`src/rtl/ad_data_tx_pkg.sv`:
```
// ad_data_tx_pkg: shared constants and types for the AD sample transmit packer.
//   Line words (IDLE/FILL/SOF/DATA) with their K-flag masks, the 8b/10b
//   K-characters used in them, and the framing state enum.
package ad_data_tx_pkg;

   localparam logic [7:0]  K28_5     = 8'hBC;
   localparam logic [7:0]  K28_1     = 8'h3C;
   localparam logic [7:0]  K28_0     = 8'h1C;

   localparam logic [31:0] IDLE_WORD = 32'h5050_50BC;
   localparam logic [3:0]  IDLE_K    = 4'b0001;
   localparam logic [31:0] FILL_WORD = {24'h00_0000, K28_0};
   localparam logic [3:0]  FILL_K    = 4'b0001;
   localparam logic [3:0]  SOF_K     = 4'b0011;
   localparam logic [3:0]  DATA_K    = 4'b0000;

   typedef enum logic [1:0] {IDLE, SOF, DATA} tx_state_t;

   // Header word: sequence number, payload length, then the two K-characters.
   function automatic logic [31:0] sof_word(input logic [7:0] seq, input logic [7:0] len);
      return {seq, len, K28_1, K28_5};
   endfunction

endpackage

```
`src/rtl/ad_data_tx_pack_asm.sv`:
```
// ad_byte_asm: 8-to-32 little-endian assembler on the FIFO read port.
//   i_clk/i_rst       : FIFO read clock, synchronous active-high reset
//   i_fifo_rd_empty   : FIFO empty flag
//   i_fifo_rd_data    : FIFO data, valid the cycle after o_fifo_rd_en
//   i_stg_take        : staging word is consumed this cycle
//   o_fifo_rd_en      : FIFO read enable
//   o_stg_word/valid  : completed 32-bit word waiting for the framer
module ad_byte_asm (
   input  logic        i_clk,
   input  logic        i_rst,
   input  logic        i_fifo_rd_empty,
   input  logic [7:0]  i_fifo_rd_data,
   input  logic        i_stg_take,
   output logic        o_fifo_rd_en,
   output logic [31:0] o_stg_word,
   output logic        o_stg_valid
);

   logic [2:0][7:0] r_asm;
   logic [1:0]      r_asm_cnt;
   logic            r_rd_pend;
   logic [31:0]     r_stg;
   logic            r_stg_valid;

   logic [2:0]      w_held;
   logic            w_last;

   // Bytes already committed to the assembler, counting the one in flight.
   assign w_held = {1'b0, r_asm_cnt} + {2'b00, r_rd_pend};
   assign w_last = r_rd_pend && (r_asm_cnt == 2'd3);

   // A read may complete a word only if staging is free by the time it lands;
   // otherwise keep reading only while the assembler still has a free lane.
   // Gated by reset so the FIFO is never popped while the block is held.
   assign o_fifo_rd_en = !i_rst && !i_fifo_rd_empty &&
                         (!r_stg_valid || i_stg_take || (w_held < 3'd3));

   assign o_stg_word  = r_stg;
   assign o_stg_valid = r_stg_valid;

   always_ff @(posedge i_clk) begin
      if (i_rst) begin
         r_asm       <= '0;
         r_asm_cnt   <= 2'd0;
         r_rd_pend   <= 1'b0;
         r_stg       <= '0;
         r_stg_valid <= 1'b0;
      end else begin
         r_rd_pend <= o_fifo_rd_en;
         if (r_rd_pend) begin
            r_asm_cnt <= r_asm_cnt + 2'd1;
            case (r_asm_cnt)
               2'd0:    r_asm[0] <= i_fifo_rd_data;
               2'd1:    r_asm[1] <= i_fifo_rd_data;
               2'd2:    r_asm[2] <= i_fifo_rd_data;
               default: r_stg    <= {i_fifo_rd_data, r_asm[2], r_asm[1], r_asm[0]};
            endcase
         end
         if (w_last)
            r_stg_valid <= 1'b1;
         else if (i_stg_take)
            r_stg_valid <= 1'b0;
      end
   end

endmodule

```
`src/rtl/ad_data_tx_pack.sv`:
```
// ad_data_tx_pack: drains the AD sample FIFO and frames 32-bit words into
// fixed-length packets for the HSST transmit lane, one word per cycle.
//   i_rd_clk/i_rd_rst : FIFO read clock, synchronous active-high reset
//   i_tx_en           : permits a new packet to start (looked at in IDLE only)
//   o_fifo_rd_en, i_fifo_rd_data, i_fifo_rd_empty : FIFO read port
//   o_txdata/o_txcharisk : registered lane word and per-byte K flags
//   o_pkt_seq         : sequence number of the current or next packet
//   o_fill_cnt        : saturating count of fill words sent
//   o_busy            : packet in progress (SOF or DATA)
module ad_data_tx_pack
   import ad_data_tx_pkg::*;
#(
   parameter int PKT_WORDS = 64,
   parameter int IDLE_MIN  = 2
) (
   input  logic        i_rd_clk,
   input  logic        i_rd_rst,
   input  logic        i_tx_en,
   output logic        o_fifo_rd_en,
   input  logic [7:0]  i_fifo_rd_data,
   input  logic        i_fifo_rd_empty,
   output logic [31:0] o_txdata,
   output logic [3:0]  o_txcharisk,
   output logic [7:0]  o_pkt_seq,
   output logic [15:0] o_fill_cnt,
   output logic        o_busy
);

   localparam logic [7:0] PKT_LEN   = 8'(PKT_WORDS);
   localparam logic [7:0] LAST_WORD = 8'(PKT_WORDS - 1);
   localparam logic [3:0] GAP_MIN   = 4'(IDLE_MIN);

   tx_state_t   r_state;
   logic [3:0]  r_gap_cnt;
   logic [7:0]  r_word_cnt;
   logic [7:0]  r_pkt_seq;
   logic [15:0] r_fill_cnt;
   logic [31:0] r_txdata;
   logic [3:0]  r_txcharisk;
   logic        r_busy;

   logic        w_stg_take;
   logic        w_stg_valid;
   logic [31:0] w_stg_word;
   logic [3:0]  w_gap_nxt;

   ad_byte_asm u_asm (
      .i_clk           (i_rd_clk),
      .i_rst           (i_rd_rst),
      .i_fifo_rd_empty (i_fifo_rd_empty),
      .i_fifo_rd_data  (i_fifo_rd_data),
      .i_stg_take      (w_stg_take),
      .o_fifo_rd_en    (o_fifo_rd_en),
      .o_stg_word      (w_stg_word),
      .o_stg_valid     (w_stg_valid)
   );

   assign w_stg_take = (r_state == DATA) && w_stg_valid;

   // Idle words sent so far including the one going out this cycle, so the
   // gap between packets is exactly IDLE_MIN words when data is waiting.
   assign w_gap_nxt = (r_gap_cnt == 4'hF) ? 4'hF : r_gap_cnt + 4'd1;

   always_ff @(posedge i_rd_clk) begin
      if (i_rd_rst) begin
         r_state     <= IDLE;
         r_gap_cnt   <= GAP_MIN;
         r_word_cnt  <= 8'd0;
         r_pkt_seq   <= 8'd0;
         r_fill_cnt  <= 16'd0;
         r_txdata    <= IDLE_WORD;
         r_txcharisk <= IDLE_K;
         r_busy      <= 1'b0;
      end else begin
         case (r_state)
            IDLE: begin
               r_txdata    <= IDLE_WORD;
               r_txcharisk <= IDLE_K;
               r_gap_cnt   <= w_gap_nxt;
               if (i_tx_en && w_stg_valid && (w_gap_nxt >= GAP_MIN)) begin
                  r_state <= SOF;
                  r_busy  <= 1'b1;
               end
            end
            SOF: begin
               r_txdata    <= sof_word(r_pkt_seq, PKT_LEN);
               r_txcharisk <= SOF_K;
               r_word_cnt  <= 8'd0;
               r_state     <= DATA;
            end
            DATA: begin
               if (w_stg_valid) begin
                  r_txdata    <= w_stg_word;
                  r_txcharisk <= DATA_K;
                  r_word_cnt  <= r_word_cnt + 8'd1;
                  if (r_word_cnt == LAST_WORD) begin
                     r_state   <= IDLE;
                     r_busy    <= 1'b0;
                     r_pkt_seq <= r_pkt_seq + 8'd1;
                     r_gap_cnt <= 4'd0;
                  end
               end else begin
                  r_txdata    <= FILL_WORD;
                  r_txcharisk <= FILL_K;
                  if (r_fill_cnt != 16'hFFFF)
                     r_fill_cnt <= r_fill_cnt + 16'd1;
               end
            end
            default: begin
               r_state <= IDLE;
               r_busy  <= 1'b0;
            end
         endcase
      end
   end

   assign o_txdata    = r_txdata;
   assign o_txcharisk = r_txcharisk;
   assign o_pkt_seq   = r_pkt_seq;
   assign o_fill_cnt  = r_fill_cnt;
   assign o_busy      = r_busy;

endmodule

```
`config.mk`:
```
export PLATFORM = sky130hd
export DESIGN_NAME = ad_data_tx_pack
export DESIGN_NICKNAME = d
export VERILOG_FILES = /design/src/rtl/ad_data_tx_pkg.sv /design/src/rtl/ad_data_tx_pack_asm.sv /design/src/rtl/ad_data_tx_pack.sv
export SDC_FILE = /design/constraint.sdc
export NUM_CORES = 1
export LEC_CHECK = 0
export BUFFER_PORTS_ARGS = -buffer_cell sky130_fd_sc_hd__buf_4
export CAP_MARGIN = 0
export CELL_PAD_IN_SITES_DETAIL_PLACEMENT = 0
export CELL_PAD_IN_SITES_GLOBAL_PLACEMENT = 2
export CORE_MARGIN = 2
export CORE_UTILIZATION = 30
export DETAILED_ROUTE_END_ITERATION = 8
export MAX_ROUTING_LAYER = met4
export PLACE_DENSITY = 0.73
export REMOVE_ABC_BUFFERS = 1
export SYNTH_ARGS = -nofsm -noshare
export SYNTH_HDL_FRONTEND = slang
export SYNTH_SLANG_ARGS = --single-unit
export TNS_END_PERCENT = 100
```
`constraint.sdc`:
```
create_clock -name i_rd_clk -period 2.7 [get_ports i_rd_clk]
set_input_delay 0.135 -clock i_rd_clk [delete_from_list [all_inputs] [get_ports i_rd_clk]]
set_output_delay 0.135 -clock i_rd_clk [all_outputs]
set_load 0.02 [all_outputs]
```
---- Word-level counts from Yosys, hierarchy flattened ----
Cells that the tools add are included.
cells by class
  add/subtract/negate cells ............... 6
  magnitude comparators ................... 2
  bitwise gates (word level) .............. 3
  equal/unequal tests ..................... 11
  multiplexer cells ....................... 20
  reductions and logical operators ........ 28
operator list
  cell                                                                    count
  32-bit one-hot mux with 3 select lines                                  1
  32-bit two-way mux                                                      1
  16-bit by 1-bit adder with 16-bit output (second input constant)        1
  8-bit by 1-bit adder with 8-bit output (second input constant)          2
  16-bit inequality test (second input constant)                          1
  8-bit one-hot mux with 2 select lines                                   1
  4-bit two-way mux                                                       3
  4-bit one-hot mux with 3 select lines                                   1
  3-bit AND reduction                                                     4
  2-bit AND reduction                                                     5
  8-bit by 6-bit == test with 1-bit output (second input constant)        1
  8-bit two-way mux                                                       1
  4-bit one-hot mux with 2 select lines                                   1
  2-bit == test (second input constant)                                   3
  1-bit logical AND                                                       6
  1-bit two-way mux                                                       6
  2-bit two-way mux                                                       3
  2-bit one-hot mux with 3 select lines                                   1
  2-bit nonzero test                                                      3
  4-bit by 1-bit adder with 4-bit output (second input constant)          1
  2-bit by 1-bit == test with 1-bit output (second input constant)        2
  4-bit == test (second input constant)                                   1
  4-bit by 2-bit >= comparator with 1-bit output (second input constant)  1
  2-bit logical NOT                                                       2
  12 further kinds                                                        18
word-level totals
  register bits ........................... 135
  word-level logic and storage cells ...... 85
  output and inout port bits .............. 62
  input port bits ......................... 12

---- Longest topological paths before layout ----
  word-level depth ........................ 6
  depth in mapped cells ................... 8
  mapped depth without buffers ............ 6

---- By module ----
From an unflattened synthesis, not the netlist that was laid out.
second synthesis, totals
  cell total of the unflattened synthesis .. 660
  area total of the unflattened synthesis .. 6157.2 sq um
modules (own cells, without submodules)
  module           seq. area each (sq um)  instances  area each (sq um)  cells an instance
  ad_data_tx_pack  1461.4                  1          3348.2             380
  ad_byte_asm      1201.2                  1          2808.9             280

---- Least setup slack after synthesis ----
No wires, ideal clock.
  path type ............................... register to register
  start ................................... register r_state[0]
  end ..................................... register r_pkt_seq[7] (netlist: o_pkt_seq[7])
  cell stages (with the launch flop) ...... 8
  data required time ...................... 2.577 ns
  setup slack ............................. 0.662 ns
  setup time .............................. 0.123 ns
  arrival time ............................ 1.915 ns
  path buffers ............................ 1
  cell sequence ........................... dfxtp_1 > inv_1 > ha_1 > clkbuf_1 > nand2_1 > or3_4 > nor4_1 > mux2_1
between the ends
  longest elaborated chain between the ends .. 2
ends and longest elaborated chain
  element                        RTL line               source
  from (decl)                    ad_data_tx_pack.sv:33  tx_state_t r_state;
  from (signal assigned)         ad_data_tx_pack.sv:66  r_state <= IDLE;
  from (signal assigned)         ad_data_tx_pack.sv:81  r_state <= SOF;
  from (signal assigned)         ad_data_tx_pack.sv:89  r_state <= DATA;
  2-bit == test                  ad_data_tx_pack.sv:75  case (r_state)
  3-bit AND reduction (no line)  -
  to (signal assigned)           ad_data_tx_pack.sv:99  r_pkt_seq <= r_pkt_seq + 8'd1;
  to (decl)                      ad_data_tx_pack.sv:36  logic [7:0] r_pkt_seq;
Every way passes these cells.
A chain may end at the register's enable or synchronous reset.

---- Worst setup path in the final report ----
Ends and elaborated chain as after synthesis.

==> out/qor.csv <==
metric;value;unit
die width;139;um
status;finished clean;
Routed WL per cell;14.8;um
Layout Area Growth over Synthesis;27.4;%
HP Class;in -> reg;
Seq/Total Area, Yosys;48.8;%
Setup TNS;0;ns
Die ar.;19300;sq um
most common library cells after synthesis;133 x dfxtp_1, 116 x nand2_1, 80 x a21oi_1;
Yosys Warn Count;0;
initial antenna violation count;0;
CTS tree;done;
leakage power;0.00249;uW
CTS Buf Count;17;
critical path class;reg -> reg;
Fmax;448;MHz
Clock Latency Late Sink;0.42;ns
DRT Pass-1 Iters;4;
final worst path period share;82.7;%
Final HPWL DP;9.87;mm
Post-Route WL;14.2;mm
Core Area;17900;sq um
initial drt markers;244;
RSZ-0062 raised after global routing;no;
Clock Path Buffers;2;
worst vdd ir;0.426;mV
Synth Cell Area;5460;sq um
required time of the critical path;3.01;ns
Mapped Cells;650;
Max Transition Viols Final;0;
Die H;139;um
total grt overflow;0;
post-synth top area cell;dfxtp_1;
Final GP Congestion;0.797;
Routed Antenna Nets;0;
Filler cells;1881;
IO buf count;71;
CP peak stage delay;0.45;ns
count leader, synth;dfxtp_1;
flops & latches, synth;133;
Vias/cell;4.97;
# IOs;74;
clk_skew;0.00872;ns
Power Total;4600;uW
Rel. slew slack;56.1;%
clk slew on worst S/H paths;0.06;ns
n_diodes;0;
crit path DAT;2.54;ns
power per cell area;662;nW/um^2
Synth top area share;48.8;%
Post-synth ARST share;0;%
crit path time final;2.23;ns
post-synth cell types;51;
EDFF count, synth;0;
Hold Vio Cnt, Final;0;
CP max-delay cell;or3_4;
most common flop cell mapped by yosys;dfxtp_1;
# DRC;0;
CTS Root Cell;clkbuf_16;
Finish-stage setup viols;0;
Post-CTS Setup Repair Bufs;0;
first-pass GRT wire length;23.8;mm
FP Rows;49;
largest net degree at the start of global routing;59;
cts repair resizes;0;
largest cells by area after synthesis;dfxtp_1 49%, nand2_1 8.0%, a21oi_1 7.3%, nor2_1 3.3%, ha_1 3.2%;
CP cell instances;inv_1, ha_1, nand2_1, or3_4, nor4_1, mux2_1;
total number of vias;4788;
worst-path fanout max;9;
vias in the first global route;4649;
# nets final;748;
R2R setup slack;0.47;ns
CP Launch Type;flop;
syn avg cell area;8.40;sq um
starting density of the core;30.5;%
layout cells sized above 1;16.9;%
Slew @ Worst Pin;0.658;ns
GRT Resource Usage Total;15.7;%
H-tree depth;4;
Max Cap Viol;0;
clock sinks;133;
Setup crit end kind;flop;
state kept, by name (all words and copies together), names as in the netlist:
| signal | flops |
|---|---|
| o_txdata | 32 |
| u_asm.o_stg_word | 32 |
| u_asm.r_asm | 24 |
| o_fill_cnt | 16 |
| o_pkt_seq | 8 |
| r_word_cnt | 8 |
| r_gap_cnt | 4 |
| o_txcharisk | 2 |
| r_state | 2 |
| u_asm.r_asm_cnt | 2 |
| o_busy | 1 |
| u_asm.o_stg_valid | 1 |
| u_asm.r_rd_pend | 1 |
placed cells by master (no fill, tap or decap), drive strengths merged, types with 3 or more instances in the layout:
cell type	Yosys	layout
nor3	10	10
nand4	13	13
xnor2	6	6
xor2	3	3
o21bai	10	10
nor4	9	9
a22oi	13	13
and2	3	3
dfxtp	133	133
a31oi	4	4
a222oi	6	6
ha	14	14
buf	12	87
o211ai	5	5
clkinv	0	4
mux2i	5	5
nand2b	8	8
mux2	4	4
a221oi	3	3
clkinvlp	0	5
o31ai	4	4
o21ai	12	12
or4	4	4
nand3	30	30
inv	17	17
nand2	116	116
clkbuf	31	19
nor2	48	48
bufinv	0	4
a21oi	80	80
dlygate4sd3	0	8
or3	11	11
nor2b	10	10
a211oi	9	9
what timing repair did:
| item | in CTS | in global routing |
|---|---|---|
| setup endpoints to repair | 0 | 0 |
| endpoints found under the hold margin | 11 | 0 |
| hold buffers | 8 | 0 |
cell families after synthesis:
kind of cell	after synthesis	synth area share, %
buf+inv	60	4.28
mux	9	1.74
simple gates	272	23.4
xor+xnor	9	1.44
other cells	1	0.0687
flops	133	48.8
fa+ha+maj	14	3.21
compound gates	152	17.1
report_power, final:
group | switching, uW | internal (uW)
sequential | 15.6 | 1980
clock | 888 | 1560
combinational | 95.6 | 57.4
routing by layer:
| metal | up-vias | wire length, um | GRT usage [%] |
|---|---|---|---|
| met4 | 0 | 185 | 5.64 |
| met3 | 14 | 510 | 4.21 |
| met1 | 2273 | 6990 | 20.2 |
| met5 | - | 0 | - |
| li1 | 2424 | - | - |
| met2 | 77 | 6550 | 23.7 |
cell type report:
type / count / area, sq um / area share, %
clock buffer: 19 / 443 / 6.37
tap: 229 / 287 / 4.12
timing repair buffer: 95 / 746 / 10.7
inverter: 17 / 63.8 / 0.917
sequential: 133 / 2660 / 38.3
clock inverter: 13 / 181 / 2.61
multi-input combinational: 458 / 2570 / 37.0
worst max-delay path: cells and delay by family (launching register included):
kind | cells | cell delay [ns]
multiplexers | 1 | 0.35
AND/OR/NAND/NOR | 3 | 0.97
adder cells (fa/ha/maj) | 1 | 0.37
buffers and inverters | 1 | 0.10
flip-flops | 1 | 0.33
stage by stage:
step / setup slack, ns / hold slack (ns) / area (sq um) / utilization, % / std cells
final: 0.466 / 0.0254 / 6960 / 38.9 / 964
after detailed placement: 0.477 / 0.318 / 6250 / 34.9 / 924
after CTS: 0.451 / 0.0101 / 6960 / 38.9 / 964
after global routing: 0.223 / 0.0180 / 6960 / 38.9 / 964
after global placement: 0.525 / 0.316 / 6250 / 34.9 / 924
after floorplan: 0.0974 / 0.204 / 5300 / - / 608
final timing paths:
check | startpoint | end | cells after the start
worst min-delay path | i_fifo_rd_data[0] | u_asm.r_asm[8]$_SDFFE_PP0P_ | 3
worst min register to register | o_txcharisk[0]$_SDFFE_PP1P_ | o_txcharisk[0]$_SDFFE_PP1P_ | 2
worst max-delay path | r_state[0]$_SDFFE_PP0P_ | o_pkt_seq[7]$_SDFFE_PP0P_ | 6
worst max register to register | r_state[0]$_SDFFE_PP0P_ | o_pkt_seq[7]$_SDFFE_PP0P_ | 6
Note: power is estimated with default switching activity, not from simulation.
